==> config.mk <==
export PLATFORM = sky130hd
export DESIGN_NAME = tdc_thermo_decoder_flat
export DESIGN_NICKNAME = d
export VERILOG_FILES = /design/src/rtl/tdc_thermo_decoder_pkg.sv /design/src/rtl/tdc_thermo_decoder_if.sv /design/src/rtl/tdc_thermo_decoder_popcount.sv /design/src/rtl/tdc_thermo_decoder.sv /design/src/flat_wrapper.sv
export SDC_FILE = /design/constraint.sdc
export NUM_CORES = 1
export LEC_CHECK = 0
export ABC_AREA = 0
export BUFFER_PORTS_ARGS = -buffer_cell sky130_fd_sc_hd__clkbuf_2
export CAP_MARGIN = 20
export CELL_PAD_IN_SITES_DETAIL_PLACEMENT = 2
export CELL_PAD_IN_SITES_GLOBAL_PLACEMENT = 2
export CORE_UTILIZATION = 41
export DETAILED_ROUTE_END_ITERATION = 10
export PLACE_DENSITY = 0.85
export SYNTH_ARGS = -nofsm -noshare
export SYNTH_HDL_FRONTEND = slang
export SYNTH_HIERARCHICAL = 1
export SYNTH_SLANG_ARGS = --single-unit
==> constraint.sdc <==
create_clock -name clk -period 8.91 [get_ports clk]
set_input_delay 0.891 -clock clk [delete_from_list [all_inputs] [get_ports clk]]
set_output_delay 0.891 -clock clk [all_outputs]
set_load 0.02 [all_outputs]
==> src/rtl/tdc_thermo_decoder_pkg.sv <==
// Shared sizing for the CARRY4 delay-line thermometer decoder.
package tdc_thermo_decoder_pkg;

    localparam int unsigned NCARRY4_DEFAULT  = 8;
    localparam int unsigned NTAPS_DEFAULT    = 4 * NCARRY4_DEFAULT;
    localparam int unsigned FINE_W_DEFAULT   = 6;
    localparam int unsigned COARSE_W_DEFAULT = 16;

    function automatic int unsigned ntaps_of(input int unsigned ncarry4);
        return 4 * ncarry4;
    endfunction

    // Smallest w with 2**w >= v; 0 for v <= 1.
    function automatic int unsigned clog2(input int unsigned v);
        int unsigned r;
        r = 0;
        for (int i = 0; i < 32; i++) begin
            if ((64'(1) << i) < 64'(v)) begin
                r = i + 1;
            end
        end
        return r;
    endfunction

endpackage

==> src/rtl/tdc_thermo_decoder_if.sv <==
// Tap input and hit-word output bundle of the thermometer decoder.
interface tdc_thermo_decoder_if
    import tdc_thermo_decoder_pkg::*;
#(
    parameter int unsigned NTAPS    = NTAPS_DEFAULT,
    parameter int unsigned FINE_W   = FINE_W_DEFAULT,
    parameter int unsigned COARSE_W = COARSE_W_DEFAULT
) ();

    logic                enable;
    logic [NTAPS-1:0]    taps;
    logic                valid;
    logic [FINE_W-1:0]   fine;
    logic [COARSE_W-1:0] coarse;
    logic                overflow;
    logic                bubble_err;

    modport master (
        output enable, taps,
        input  valid, fine, coarse, overflow, bubble_err
    );

    modport slave (
        input  enable, taps,
        output valid, fine, coarse, overflow, bubble_err
    );

endinterface

==> src/rtl/tdc_thermo_decoder_popcount.sv <==
// Combinational ones-count of the corrected tap word.
module tdc_thermo_decoder_popcount
    import tdc_thermo_decoder_pkg::*;
#(
    parameter int unsigned NTAPS  = NTAPS_DEFAULT,
    parameter int unsigned FINE_W = FINE_W_DEFAULT
) (
    input  logic [NTAPS-1:0]  bits_i,
    output logic [FINE_W-1:0] count_o
);

    localparam int unsigned CntW = clog2(NTAPS + 1);

    logic [CntW-1:0] sum;

    always_comb begin
        sum = '0;
        for (int i = 0; i < NTAPS; i++) begin
            sum = sum + CntW'(bits_i[i]);
        end
        count_o = FINE_W'(sum);
    end

endmodule

==> src/rtl/tdc_thermo_decoder.sv <==
// Resynchronises the delay-line taps, majority-filters bubbles and emits one
// {coarse, fine} word per rising edge of tap0.
module tdc_thermo_decoder
    import tdc_thermo_decoder_pkg::*;
#(
    parameter int unsigned NCARRY4  = NCARRY4_DEFAULT,
    parameter int unsigned COARSE_W = COARSE_W_DEFAULT,
    parameter int unsigned FINE_W   = FINE_W_DEFAULT
) (
    input logic               clk,
    input logic               rst,
    tdc_thermo_decoder_if.slave bus
);

    localparam int unsigned NTAPS = ntaps_of(NCARRY4);

    logic [COARSE_W-1:0] cnt_q, cc1_q, cc2_q, cc3_q, coarse_q;
    logic [NTAPS-1:0]    s1_q, s2_q, c_q, c_d;
    logic [NTAPS+1:0]    ext;
    logic                prev0_q, hit, hit_c_q;
    logic                valid_q, overflow_q, bubble_q;
    logic [FINE_W-1:0]   fine_q, pop;

    // Line start reads as a one, line end as a zero.
    assign ext = {1'b0, s2_q, 1'b1};

    always_comb begin
        c_d = '0;
        for (int i = 0; i < NTAPS; i++) begin
            c_d[i] = (ext[i] & ext[i+1]) | (ext[i] & ext[i+2]) | (ext[i+1] & ext[i+2]);
        end
    end

    assign hit = s2_q[0] & ~prev0_q & bus.enable;

    tdc_thermo_decoder_popcount #(
        .NTAPS  (NTAPS),
        .FINE_W (FINE_W)
    ) u_popcount (
        .bits_i  (c_q),
        .count_o (pop)
    );

    always_ff @(posedge clk) begin
        if (rst) begin
            cnt_q      <= '0;
            cc1_q      <= '0;
            cc2_q      <= '0;
            cc3_q      <= '0;
            s1_q       <= '0;
            s2_q       <= '0;
            c_q        <= '0;
            prev0_q    <= 1'b0;
            hit_c_q    <= 1'b0;
            valid_q    <= 1'b0;
            fine_q     <= '0;
            coarse_q   <= '0;
            overflow_q <= 1'b0;
            bubble_q   <= 1'b0;
        end else begin
            cnt_q   <= cnt_q + COARSE_W'(1);
            s1_q    <= bus.taps;
            cc1_q   <= cnt_q;
            s2_q    <= s1_q;
            cc2_q   <= cc1_q;
            prev0_q <= s2_q[0];
            c_q     <= c_d;
            hit_c_q <= hit;
            cc3_q   <= cc2_q;
            valid_q <= hit_c_q;
            if (hit_c_q) begin
                fine_q     <= pop;
                coarse_q   <= cc3_q;
                overflow_q <= &c_q;
                // A clean thermometer code has no carry-chain overlap with its increment.
                bubble_q   <= |(c_q & (c_q + NTAPS'(1)));
            end
        end
    end

    assign bus.valid      = valid_q;
    assign bus.fine       = fine_q;
    assign bus.coarse     = coarse_q;
    assign bus.overflow   = overflow_q;
    assign bus.bubble_err = bubble_q;

endmodule

==> src/flat_wrapper.sv <==
// flat-port wrapper written by rule: the top's interface ports become plain ports
module tdc_thermo_decoder_flat import tdc_thermo_decoder_pkg::*;
#(
    parameter int unsigned NCARRY4  = NCARRY4_DEFAULT,
    parameter int unsigned COARSE_W = COARSE_W_DEFAULT,
    parameter int unsigned FINE_W   = FINE_W_DEFAULT
)
  (clk, rst, bus_enable, bus_taps, bus_valid, bus_fine, bus_coarse, bus_overflow, bus_bubble_err);
  tdc_thermo_decoder_if #(.NTAPS((32)), .FINE_W(FINE_W), .COARSE_W(COARSE_W)) bus_i ();
  input logic clk;
  input logic rst;
  input wire logic [$bits(bus_i.enable)-1:0] bus_enable;
  input wire logic [$bits(bus_i.taps)-1:0] bus_taps;
  output wire logic [$bits(bus_i.valid)-1:0] bus_valid;
  output wire logic [$bits(bus_i.fine)-1:0] bus_fine;
  output wire logic [$bits(bus_i.coarse)-1:0] bus_coarse;
  output wire logic [$bits(bus_i.overflow)-1:0] bus_overflow;
  output wire logic [$bits(bus_i.bubble_err)-1:0] bus_bubble_err;
  assign bus_i.enable = bus_enable;
  assign bus_i.taps = bus_taps;
  assign bus_valid = bus_i.valid;
  assign bus_fine = bus_i.fine;
  assign bus_coarse = bus_i.coarse;
  assign bus_overflow = bus_i.overflow;
  assign bus_bubble_err = bus_i.bubble_err;
  tdc_thermo_decoder #(.NCARRY4(NCARRY4), .COARSE_W(COARSE_W), .FINE_W(FINE_W)) u_core (.clk(clk), .rst(rst), .bus(bus_i));
endmodule
==> summary.md, run 1 <==
| Metric | Value |
|---|---|
| NumNets Final | 800 |
| Final setup viols | 0 |
| Max Cap Violations | 0 |
| Initial antenna violation count | 0 |
| Mux contribution to synthesized area | 0.0337 |
| CTS Buffer Depth | 2 |
| Post-CTS Hold Buffers | 0 |
| Total track usage | 0.228 |
| Top post-synthesis cells by area | dfxtp_1, nor2b_1, fa_1 |
| Global routing usage on met3 | 0.0407 |
| Required @ worst endpoint | 9290 ps |
| Tcrit/Tclk final | 0.577 |
| Final min period | 5140 ps |
| Inserted Clock Buffers | 17 |
| # IOs | 60 |
| Compound-Gate Fraction of Synth Area | 0.0673 |
| Primary FF master, synth | dfxtp_1 |
| Fin area | 0.00788 mm² |
| Horiz. Die Dim | 131 µm |
| Mapped Cells | 674 |
| CTS tree | done |
| Register bit total from synthesis | 187 |
| Resize count post-CTS | 0 |
| Net Sw Frac | 0.236 |
| Seq/Total Area, Yosys | 0.548 |
| Fmax | 195 MHz |
| Die area | 0.0172 mm² |
| Ant. Diodes | 0 |
| DR pass1 iterations | 4 |
| Unrepaired setup endpoints after global routing | false |
| Worst hold path type | flop to flop |
| Grt ovf | 0 |
| Outcome | completed |
| R2r endpoint | u_core/bus.fine[4]$_SDFFE_PP0P_ |
| Commonest non-fill, non-tap cell in the layout | dfxtp_1 |
| Vias in the first global route | 5328 |
| Pwr Total | 1.65 mW |
| Top fanout value on the critical path | 4 |
| Xor/xnor share of the synthesized area | 0.0218 |
| Post-synthesis adder-cell area fraction | 0.0869 |
| Multi-input gate area | 0.00279 mm² |
| Syn nets | 742 |
| Post-synth EDFFs | 0 |
| Reg2reg path depth | 16 |
| CTS Root Cell | clkbuf_16 |
| Worst Tran Pin Value | 639 ps |
| Gp weighted congestion | 0.860 |
| Busiest grt layer | met2 |
| Final hold slack | 439 ps |
| Area Overhead vs Synth | 15.4% |
| Final design utilization | 0.490 |
| Hold Crit Depth | 1 |
| Clock Latency Late Sink | 450 ps |
| Power Density | 209 mW/mm² |
| Synth top area share | 0.548 |
| Floorplan row count | 46 |
| Combinational share of power | 0.044 |
| Cell area after synthesis | 0.00683 mm² |
| Clk network pwr share | 0.428 |
| Slew Limit Fails | 0 |
| Hold Path Sink | u_core/s2_q[27]$_SDFF_PP0_ |
| CTS H-tree lvls | 4 |
| Post-detailed-route count of antenna-violating nets | 0 |
| Setup CP Type | flop to flop |
| Commonest cells after routing, fill and taps aside | dfxtp_1, nor2b_1, clkbuf_2, nor2_1, inv_1 |
| Async set or reset register ratio after synthesis | 0 |
| CP Capture Type | flop |
| Hold Startpoint | u_core/s1_q[27]$_SDFF_PP0_ |
| Netlist cell types | 41 |
| Post-Synth Simple-Gate Area | 0.199 |
| Flop pwr share | 0.528 |
| Critical Path Start Type | flop |
| Leakage | 3.09 nW |
| Placed wire-length estimate | 11400 µm |
| CP Data Arrival Time | 5520 ps |
| Starting Density | 0.425 |
| Max Clock Skew | 14.6 ps |
| Fillers | 1646 |
| Vias post-DR | 4764 |
| Largest family of logic cells by synthesized area | simple AND/OR/NAND/NOR gates |
| CORE AREA | 0.0161 mm² |
| Met2 Use GR | 0.420 |
| Max VDD drop | 0.139 mV |
| Area leader, netlist | dfxtp_1 |
| Final Hold Fails | 0 |
| First-pass GRT wire length | 28700 µm |
| Port Buf Inserts | 59 |
| Grt met1 use | 0.261 |
| Total Wirelength | 19200 µm |
| Post-Place Cell Area | 0.00732 mm² |
| # DRC | 0 |
| DR vias/cell | 4.96 |
| Die height | 131 µm |
| WL/cell | 20.0 µm |
| Largest net degree at the start of global routing | 120 |
| Synth Warn # | 6 |
| Pint | 1.26 mW |
| Critical R2R Launch | u_core/c_q[25]$_SDFF_PP0_ |
| Worst rel slew slack | 0.574 |
| Sink Count | 187 |
| Final setup TNS | 0 ps |
| Drt initial violations | 257 |
| R2R Setup Slk | 3770 ps |
| Worst-path clk slew | 70 ps |
| Mean post-synth cell area | 10.1 µm² |
| Post CTS Setup Buffer Count | 0 |
| P_sw | 0.389 mW |
| Reg area | 0.00374 mm² |
| Share of cells above drive strength 1 | 0.132 |
cells by family (layout without fill, tap and decap cells):
| logic type | Yosys count | in the layout |
|---|---|---|
| simple gates | 255 | 255 |
| mux | 23 | 23 |
| fa+ha+maj | 33 | 33 |
| xor+xnor | 17 | 17 |
| flops | 187 | 187 |
| compound gates | 82 | 82 |
| buf+inv | 77 | 147 |
critical path: stages, from the launching register on:
cell and delay, ps:
dfxtp_1 430, inv_1 100, fa_1 510, fa_1 530, inv_1 90, fa_1 480, inv_1 50, fa_1 450
fa_1 540, fa_1 430, fa_1 410, fa_1 420, nand2b_1 170, a21oi_2 130, xor2_1 150, mux2i_1 90
nor2_1 100
cell usage after synthesis (2+ instances only):
cell      count
buf_1         8
mux2i_1      23
nand2_1      45
fa_1         24
nand4_1      11
clkbuf_1     13
and3_1        3
nand3_1       9
xnor2_1       6
o21a_1        2
a21oi_1      34
inv_1        54
nor4_1        2
nor3_1        3
ha_1          9
buf_2         2
dfxtp_1     187
nor2_1       58
nor2b_1     114
a31oi_1       2
xor2_1       11
o21ai_0      35
per-layer routing:
metal,routed length (µm),vias to the layer above
met4,442,0
met1,7970,2399
met5,0,-
met3,462,25
met2,10300,70
li1,-,2270
worst max-delay path by stage:
stage	startpoint	depth (start not counted)	to	slack, ps
2_1_floorplan	u_core/c_q[25]$_SDFF_PP0_	16	u_core/bus.fine[4]$_SDFFE_PP0P_	4110
3_3_place_gp	u_core/c_q[25]$_SDFF_PP0_	16	u_core/bus.fine[4]$_SDFFE_PP0P_	3970
3_5_place_dp	u_core/c_q[25]$_SDFF_PP0_	16	u_core/bus.fine[4]$_SDFFE_PP0P_	3830
4_1_cts	u_core/c_q[25]$_SDFF_PP0_	16	u_core/bus.fine[4]$_SDFFE_PP0P_	3770
5_1_grt	u_core/c_q[25]$_SDFF_PP0_	16	u_core/bus.fine[4]$_SDFFE_PP0P_	3550
6_report	u_core/c_q[25]$_SDFF_PP0_	16	u_core/bus.fine[4]$_SDFFE_PP0P_	3770
metrics by stage:
step / worst slack, ps / instances
floorplan: 4110 / 674
global placement: 3970 / 928
detailed placement: 3830 / 928
CTS: 3770 / 959
global route: 3550 / 960
finish: 3770 / 960
power by group through the flow:
stage               Clock (mW)  Sequential [mW]  Combinational [mW]
CTS                      0.713            0.869              0.0715
global placement             0            0.886              0.0645
floorplan                    0            0.882              0.0492
finish                   0.706            0.870              0.0720
detailed placement           0            0.888              0.0695
global route             0.753            0.872              0.0820
state kept, by name, summed over array words and instances, names as in the netlist, 6 cells and up:
| name | flops |
|---|---|
| u_core/bus.coarse | 16 |
| u_core/s1_q | 32 |
| u_core/cc3_q | 16 |
| u_core/cnt_q | 16 |
| u_core/bus.fine | 6 |
| u_core/c_q | 32 |
| u_core/s2_q | 32 |
| u_core/cc1_q | 16 |
| u_core/cc2_q | 16 |
area by class of cell:
cell class | count | area share
timing repair buffer | 62 | 0.0432
multi-input combinational | 410 | 0.354
sequential | 187 | 0.475
tap | 216 | 0.0343
clock inverter | 9 | 0.00826
inverter | 54 | 0.0257
clock buffer | 22 | 0.0589
No activity file was read; power rests on OpenSTA's default activity.
==> run 2, diff against run 1 <==
CORE_UTILIZATION = 34   (was 41)
PLACE_DENSITY = 0.75   (was 0.85)
clock period = 4.3 ns   (was 8.91 ns; I/O delays follow)
==> run 2 against run 1 <==
The flow now finishes with violations (negative setup slack). First-iteration DRC count shrank 54%. Non-clock buffer count grew 23. Clock skew decreased by 2.5 ps. Flip-flop and latch count unchanged. Core utilization fell by 7.1 points. Setup slack got worse by 4400 ps. Register-to-register slack got worse by 4400 ps. Sequential power grew 110%. Critical path type unchanged. Largest cell class unchanged. Largest power group unchanged.
==> summary.md, run 2 (synthesis gave the netlist of run 1 again) <==
| Metric | Value |
|---|---|
| Worst hold path type | input port to flop |
| Die height | 144 µm |
| CORE AREA | 0.0196 mm² |
| Clock Latency Late Sink | 430 ps |
| Final Hold Fails | 0 |
| Port Buf Inserts | 59 |
| Share of cells above drive strength 1 | 0.184 |
| Worst rel slew slack | 0.648 |
| Slew Limit Fails | 0 |
| Unrepaired setup endpoints after global routing | true |
| Worst-path clk slew | 70 ps |
| Critical Path Start Type | flop |
| Tcrit/Tclk final | 1.15 |
| Setup CP Type | flop to flop |
| DR vias/cell | 4.59 |
| Post-CTS Hold Buffers | 0 |
| Ant. Diodes | 0 |
| Gp weighted congestion | 0.825 |
| Die area | 0.0206 mm² |
| Max Clock Skew | 12.1 ps |
| Leakage | 3.25 nW |
| Top fanout value on the critical path | 2 |
| Vias in the first global route | 5306 |
| CP Capture Type | flop |
| Sink Count | 187 |
| Post-detailed-route count of antenna-violating nets | 0 |
| CTS tree | done |
| Horiz. Die Dim | 144 µm |
| Grt ovf | 0 |
| Max Cap Violations | 0 |
| Final min period | 4950 ps |
| Drt initial violations | 118 |
| Starting Density | 0.348 |
| Final hold slack | 212 ps |
| Floorplan row count | 51 |
| Inserted Clock Buffers | 17 |
| Area Overhead vs Synth | 20.5% |
| Vias post-DR | 4737 |
| # DRC | 0 |
| CTS Root Cell | clkbuf_16 |
| Outcome | finished with violations |
| Worst Tran Pin Value | 528 ps |
| DR pass1 iterations | 4 |
| CTS H-tree lvls | 4 |
| CTS Buffer Depth | 2 |
| Required @ worst endpoint | 4600 ps |
| NumNets Final | 823 |
| CP Data Arrival Time | 5250 ps |
| Fmax | 202 MHz |
| # IOs | 60 |
| Total Wirelength | 16000 µm |
| Failing checks | negative setup slack |
| First-pass GRT wire length | 26600 µm |
| Final setup viols | 6 |
| Max VDD drop | 0.260 mV |
| Final setup margin | -653 ps |
| Commonest non-fill, non-tap cell in the layout | dfxtp_1 |
| Placed wire-length estimate | 11400 µm |
| WL/cell | 15.4 µm |
| Largest net degree at the start of global routing | 85 |
| Initial antenna violation count | 0 |
| Pwr Total | 3.50 mW |
| Largest regs | u_core/c_q: 32 flops, u_core/s1_q: 32 flops, u_core/s2_q: 32 flops |
| Total track usage | 0.169 |
| Power Density | 426 mW/mm² |
| Commonest cells after routing, fill and taps aside | dfxtp_1, nor2b_1, clkbuf_2, nor2_1, inv_1 |
[run 2: area by class of cell]
class	instances	area, µm²
inverter	54	203
timing repair buffer	85	509
clock inverter	14	155
sequential	187	3750
multi-input combinational	410	2840
clock buffer	18	439
fill	2097	11400
tap	265	332
[run 2: worst max-delay path, cell delays in order, from the launching register on]
cell	delay [ps]
dfxtp_2	330
fa_1	550
inv_2	40
fa_1	510
inv_2	50
fa_1	480
inv_1	50
fa_1	530
fa_1	450
fa_1	510
fa_2	390
fa_2	360
nand2b_4	160
a21oi_4	140
xor2_2	80
mux2i_1	130
nor2_1	60
[run 2: final timing paths]
| kind | cells after the start | slack, ps | start | to |
|---|---|---|---|---|
| worst max-delay path | 16 | -650 | u_core/c_q[19]$_SDFF_PP0_ | u_core/bus.fine[4]$_SDFFE_PP0P_ |
| worst max register to register | 16 | -650 | u_core/c_q[19]$_SDFF_PP0_ | u_core/bus.fine[4]$_SDFFE_PP0P_ |
| worst min register to register | 1 | 440 | u_core/s1_q[22]$_SDFF_PP0_ | u_core/s2_q[22]$_SDFF_PP0_ |
| worst min-delay path | 2 | 210 | bus_taps[20] | u_core/s1_q[20]$_SDFF_PP0_ |
[run 2: layer usage]
layer,track usage,share of wire,wire [µm],up-vias
met1,0.194,0.43,6830,2330
li1,-,-,-,2316
met4,0.0745,0.020,324,0
met3,0.0330,0.026,421,27
met2,0.303,0.53,8380,64
met5,0,0,0,-
[run 2: what timing repair did]
action	4_1_cts	5_1_grt
endpoints found under the setup margin	6	6
cloned	0	0
pin swaps	3	8
setup buffers	1	1
gates resized for setup	5	6
[run 2: power by group]
part	internal [mW]	switching (mW)
clock network	0.839	0.710
logic	0.0725	0.0852
registers	1.77	0.0271
[run 2: through the flow]
stage,area (µm²),setup slack (ps),std cells,utilization,setup TNS [ps]
floorplan,6850,-376,674,-,-749
global route,8220,-873,1033,0.420,-3560
CTS,8200,-637,1032,0.418,-2210
finish,8220,-653,1033,0.420,-2450
detailed placement,7580,-672,999,0.387,-2310
global placement,7580,-459,999,0.387,-1360
==> run 3, diff against run 2 <==
SETUP_SLACK_MARGIN = 0.02   (was not set)
==> run 3 against run 2 <==
The flow still finishes with violations (negative setup slack). Largest power group unchanged. Sequential share of layout area is essentially flat. Critical path type unchanged. Via count decreased by 1.1%. Critical path depth stayed put. Register-to-register slack better by 70 ps. Combinational power is 3% lower. Global-route usage is 0.23 points higher. Core utilization about the same. Non-clock buffer count shrank 3. Worst hold slack worse by 1.7 ps. Clock power up 7%. Die area stayed put.
==> summary.md, run 3 (synthesis gave the netlist of run 1 again) <==
| Metric | Value |
|---|---|
| Crit-path max cell delay | 570 ps |
| Hold Startpoint | bus_taps[2] |
| P_sw | 0.753 mW |
| Slew Limit Fails | 0 |
| Hold Path Sink | u_core/s1_q[2]$_SDFF_PP0_ |
| Critical path cell sequence | fa_1, inv_2, fa_1, inv_1, fa_1, inv_1, fa_1, fa_1, fa_1, fa_2, fa_2, buf_4, buf_6, xnor2_2, mux2i_1, nor2_1 |
| Inserted Clock Buffers | 17 |
| Pint | 2.86 mW |
| Critical R2R Launch | u_core/c_q[19]$_SDFF_PP0_ |
| Critical Path Start Type | flop |
| Critical path's slowest cell | fa_1 |
| Fin cells | 1027 |
| DR pass1 iterations | 4 |
| Required @ worst endpoint | 4590 ps |
| Grt ovf | 0 |
| Worst Tran Pin Value | 951 ps |
| Sink Count | 187 |
| Die height | 144 µm |
| Commonest cells after routing, fill and taps aside | dfxtp_1, nor2b_1, clkbuf_2, nor2_1, inv_1 |
| DR vias/cell | 4.56 |
| Setup CP Type | flop to flop |
| Worst rel slew slack | 0.366 |
| Power Density | 439 mW/mm² |
| Max Clock Skew | 8.27 ps |
| Hold Crit Depth | 2 |
| Top fanout value on the critical path | 2 |
| Crit path top cell by count | fa_1 |
| Ant. Diodes | 0 |
| Drt initial violations | 144 |
| Post-CTS Hold Buffers | 0 |
| Final Hold Fails | 0 |
| Post-detailed-route count of antenna-violating nets | 0 |
| Die area | 0.0206 mm² |
| Final min period | 4880 ps |
| CTS H-tree lvls | 4 |
| Area Overhead vs Synth | 20.6% |
| Outcome | finished with violations |
| Largest net degree at the start of global routing | 101 |
| Vias post-DR | 4685 |
| Max VDD drop | 0.260 mV |
| Grt met1 use | 0.203 |
| Vias in the first global route | 5244 |
| Share of cells above drive strength 1 | 0.178 |
| Leakage | 3.25 nW |
| Reg2reg path depth | 16 |
| CTS Buffer Depth | 2 |
| WL/cell | 15.7 µm |
| # DRC | 0 |
| Total track usage | 0.171 |
| Clock Latency Late Sink | 430 ps |
| CTS Root Cell | clkbuf_16 |
| Floorplan row count | 51 |
| Worst hold path type | input port to flop |
| Flop pwr share | 0.498 |
| Total Wirelength | 16100 µm |
| NumNets Final | 820 |
| Worst-path clk slew | 70 ps |
| Final setup margin | -581 ps |
| Horiz. Die Dim | 144 µm |
| Failing checks | negative setup slack |
| Fmax | 205 MHz |
| Busiest grt layer | met2 |
| Tcrit/Tclk final | 1.14 |
| Port Buf Inserts | 59 |
| Clk network pwr share | 0.460 |
| # IOs | 60 |
| R2R Setup Slk | -580 ps |
| CP Data Arrival Time | 5170 ps |
| CP Capture Type | flop |
| Unrepaired setup endpoints after global routing | true |
| First-pass GRT wire length | 26800 µm |
| Combinational share of power | 0.042 |
| Largest regs | u_core/c_q: 32 flops, u_core/s1_q: 32 flops, u_core/s2_q: 32 flops |
| CORE AREA | 0.0196 mm² |
| Final hold slack | 211 ps |
| Net Sw Frac | 0.208 |
| Fillers | 2095 |
| Final setup viols | 6 |
| Initial antenna violation count | 0 |
| Gp weighted congestion | 0.797 |
| Starting Density | 0.348 |
| CTS tree | done |
| Commonest non-fill, non-tap cell in the layout | dfxtp_1 |
| Placed wire-length estimate | 11100 µm |
| Global routing usage on met3 | 0.0383 |
| Post-Place Cells | 997 |
| R2r endpoint | u_core/bus.fine[2]$_SDFFE_PP0P_ |
| Max Cap Violations | 0 |
| Met2 Use GR | 0.304 |
run 3: changes by cell type in the layout (fill, tap and decap cells not counted), moves of 2 or more:
cell       before  now
buf_4          25   22
clkinv_4        6    1
clkbuf_8        1    3
bufinv_16       1    4
inv_8           3    1
run 3: layer usage:
metal  routed length (µm)  up-vias
met5                    0        -
met4                  236        0
met3                  411       14
met2                 8430       62
met1                 7040     2302
li1                     -     2307
run 3: final cells by class:
type | instances | area [µm²] | share of cell area
flip-flops and latches | 187 | 3750 | 0.456
multi-input cells | 410 | 2830 | 0.344
repair buffers | 82 | 487 | 0.0591
clock buffers | 21 | 470 | 0.0572
well taps | 265 | 332 | 0.0403
inverters | 54 | 203 | 0.0246
clock inverters | 8 | 158 | 0.0192
run 3: per-stage QoR:
step           power (mW)  instance area [µm²]   util  setup WS, ps  setup TNS [ps]
4_1_cts              3.67                 8220  0.420          -586           -2270
6_report             3.62                 8230  0.420          -581           -2160
2_1_floorplan        1.93                 6850      -          -376            -760
3_5_place_dp         1.99                 7570  0.386          -581           -2100
5_1_grt              3.76                 8230  0.420          -744           -3070
3_3_place_gp         1.98                 7570  0.386          -473           -1460
run 3: how the worst max path moves through the flow:
stage                              start                              end  slack [ps]
3_3_place_gp   u_core/c_q[19]$_SDFF_PP0_  u_core/bus.fine[4]$_SDFFE_PP0P_        -470
6_report       u_core/c_q[19]$_SDFF_PP0_  u_core/bus.fine[2]$_SDFFE_PP0P_        -580
2_1_floorplan  u_core/c_q[19]$_SDFF_PP0_  u_core/bus.fine[4]$_SDFFE_PP0P_        -380
5_1_grt        u_core/c_q[19]$_SDFF_PP0_  u_core/bus.fine[2]$_SDFFE_PP0P_        -740
3_5_place_dp   u_core/c_q[19]$_SDFF_PP0_  u_core/bus.fine[4]$_SDFFE_PP0P_        -580
4_1_cts        u_core/c_q[19]$_SDFF_PP0_  u_core/bus.fine[4]$_SDFFE_PP0P_        -590
run 3: power by group through the flow:
stage	clock network, mW	logic [mW]	registers, mW
6_report	1.66	0.153	1.80
5_1_grt	1.78	0.177	1.80
4_1_cts	1.71	0.158	1.80
3_5_place_dp	0	0.154	1.84
3_3_place_gp	0	0.143	1.83
2_1_floorplan	0	0.103	1.83
run 3: critical path, delay by kind of cell (launching register included):
| kind | cells | cell delay, ps |
|---|---|---|
| adder cells (fa/ha/maj) | 8 | 3690 |
| buffers and inverters | 5 | 410 |
| flip-flops | 1 | 330 |
| multiplexers | 1 | 140 |
| XOR/XNOR | 1 | 110 |
| AND/OR/NAND/NOR | 1 | 70 |
run 3: what timing repair did:
action / CTS / global route
setup buffers: 1 / 0
hold endpoints to repair: 0 / 0
resized for setup: 9 / 3
setup endpoints to repair: 6 / 6
pin swaps: 7 / 4
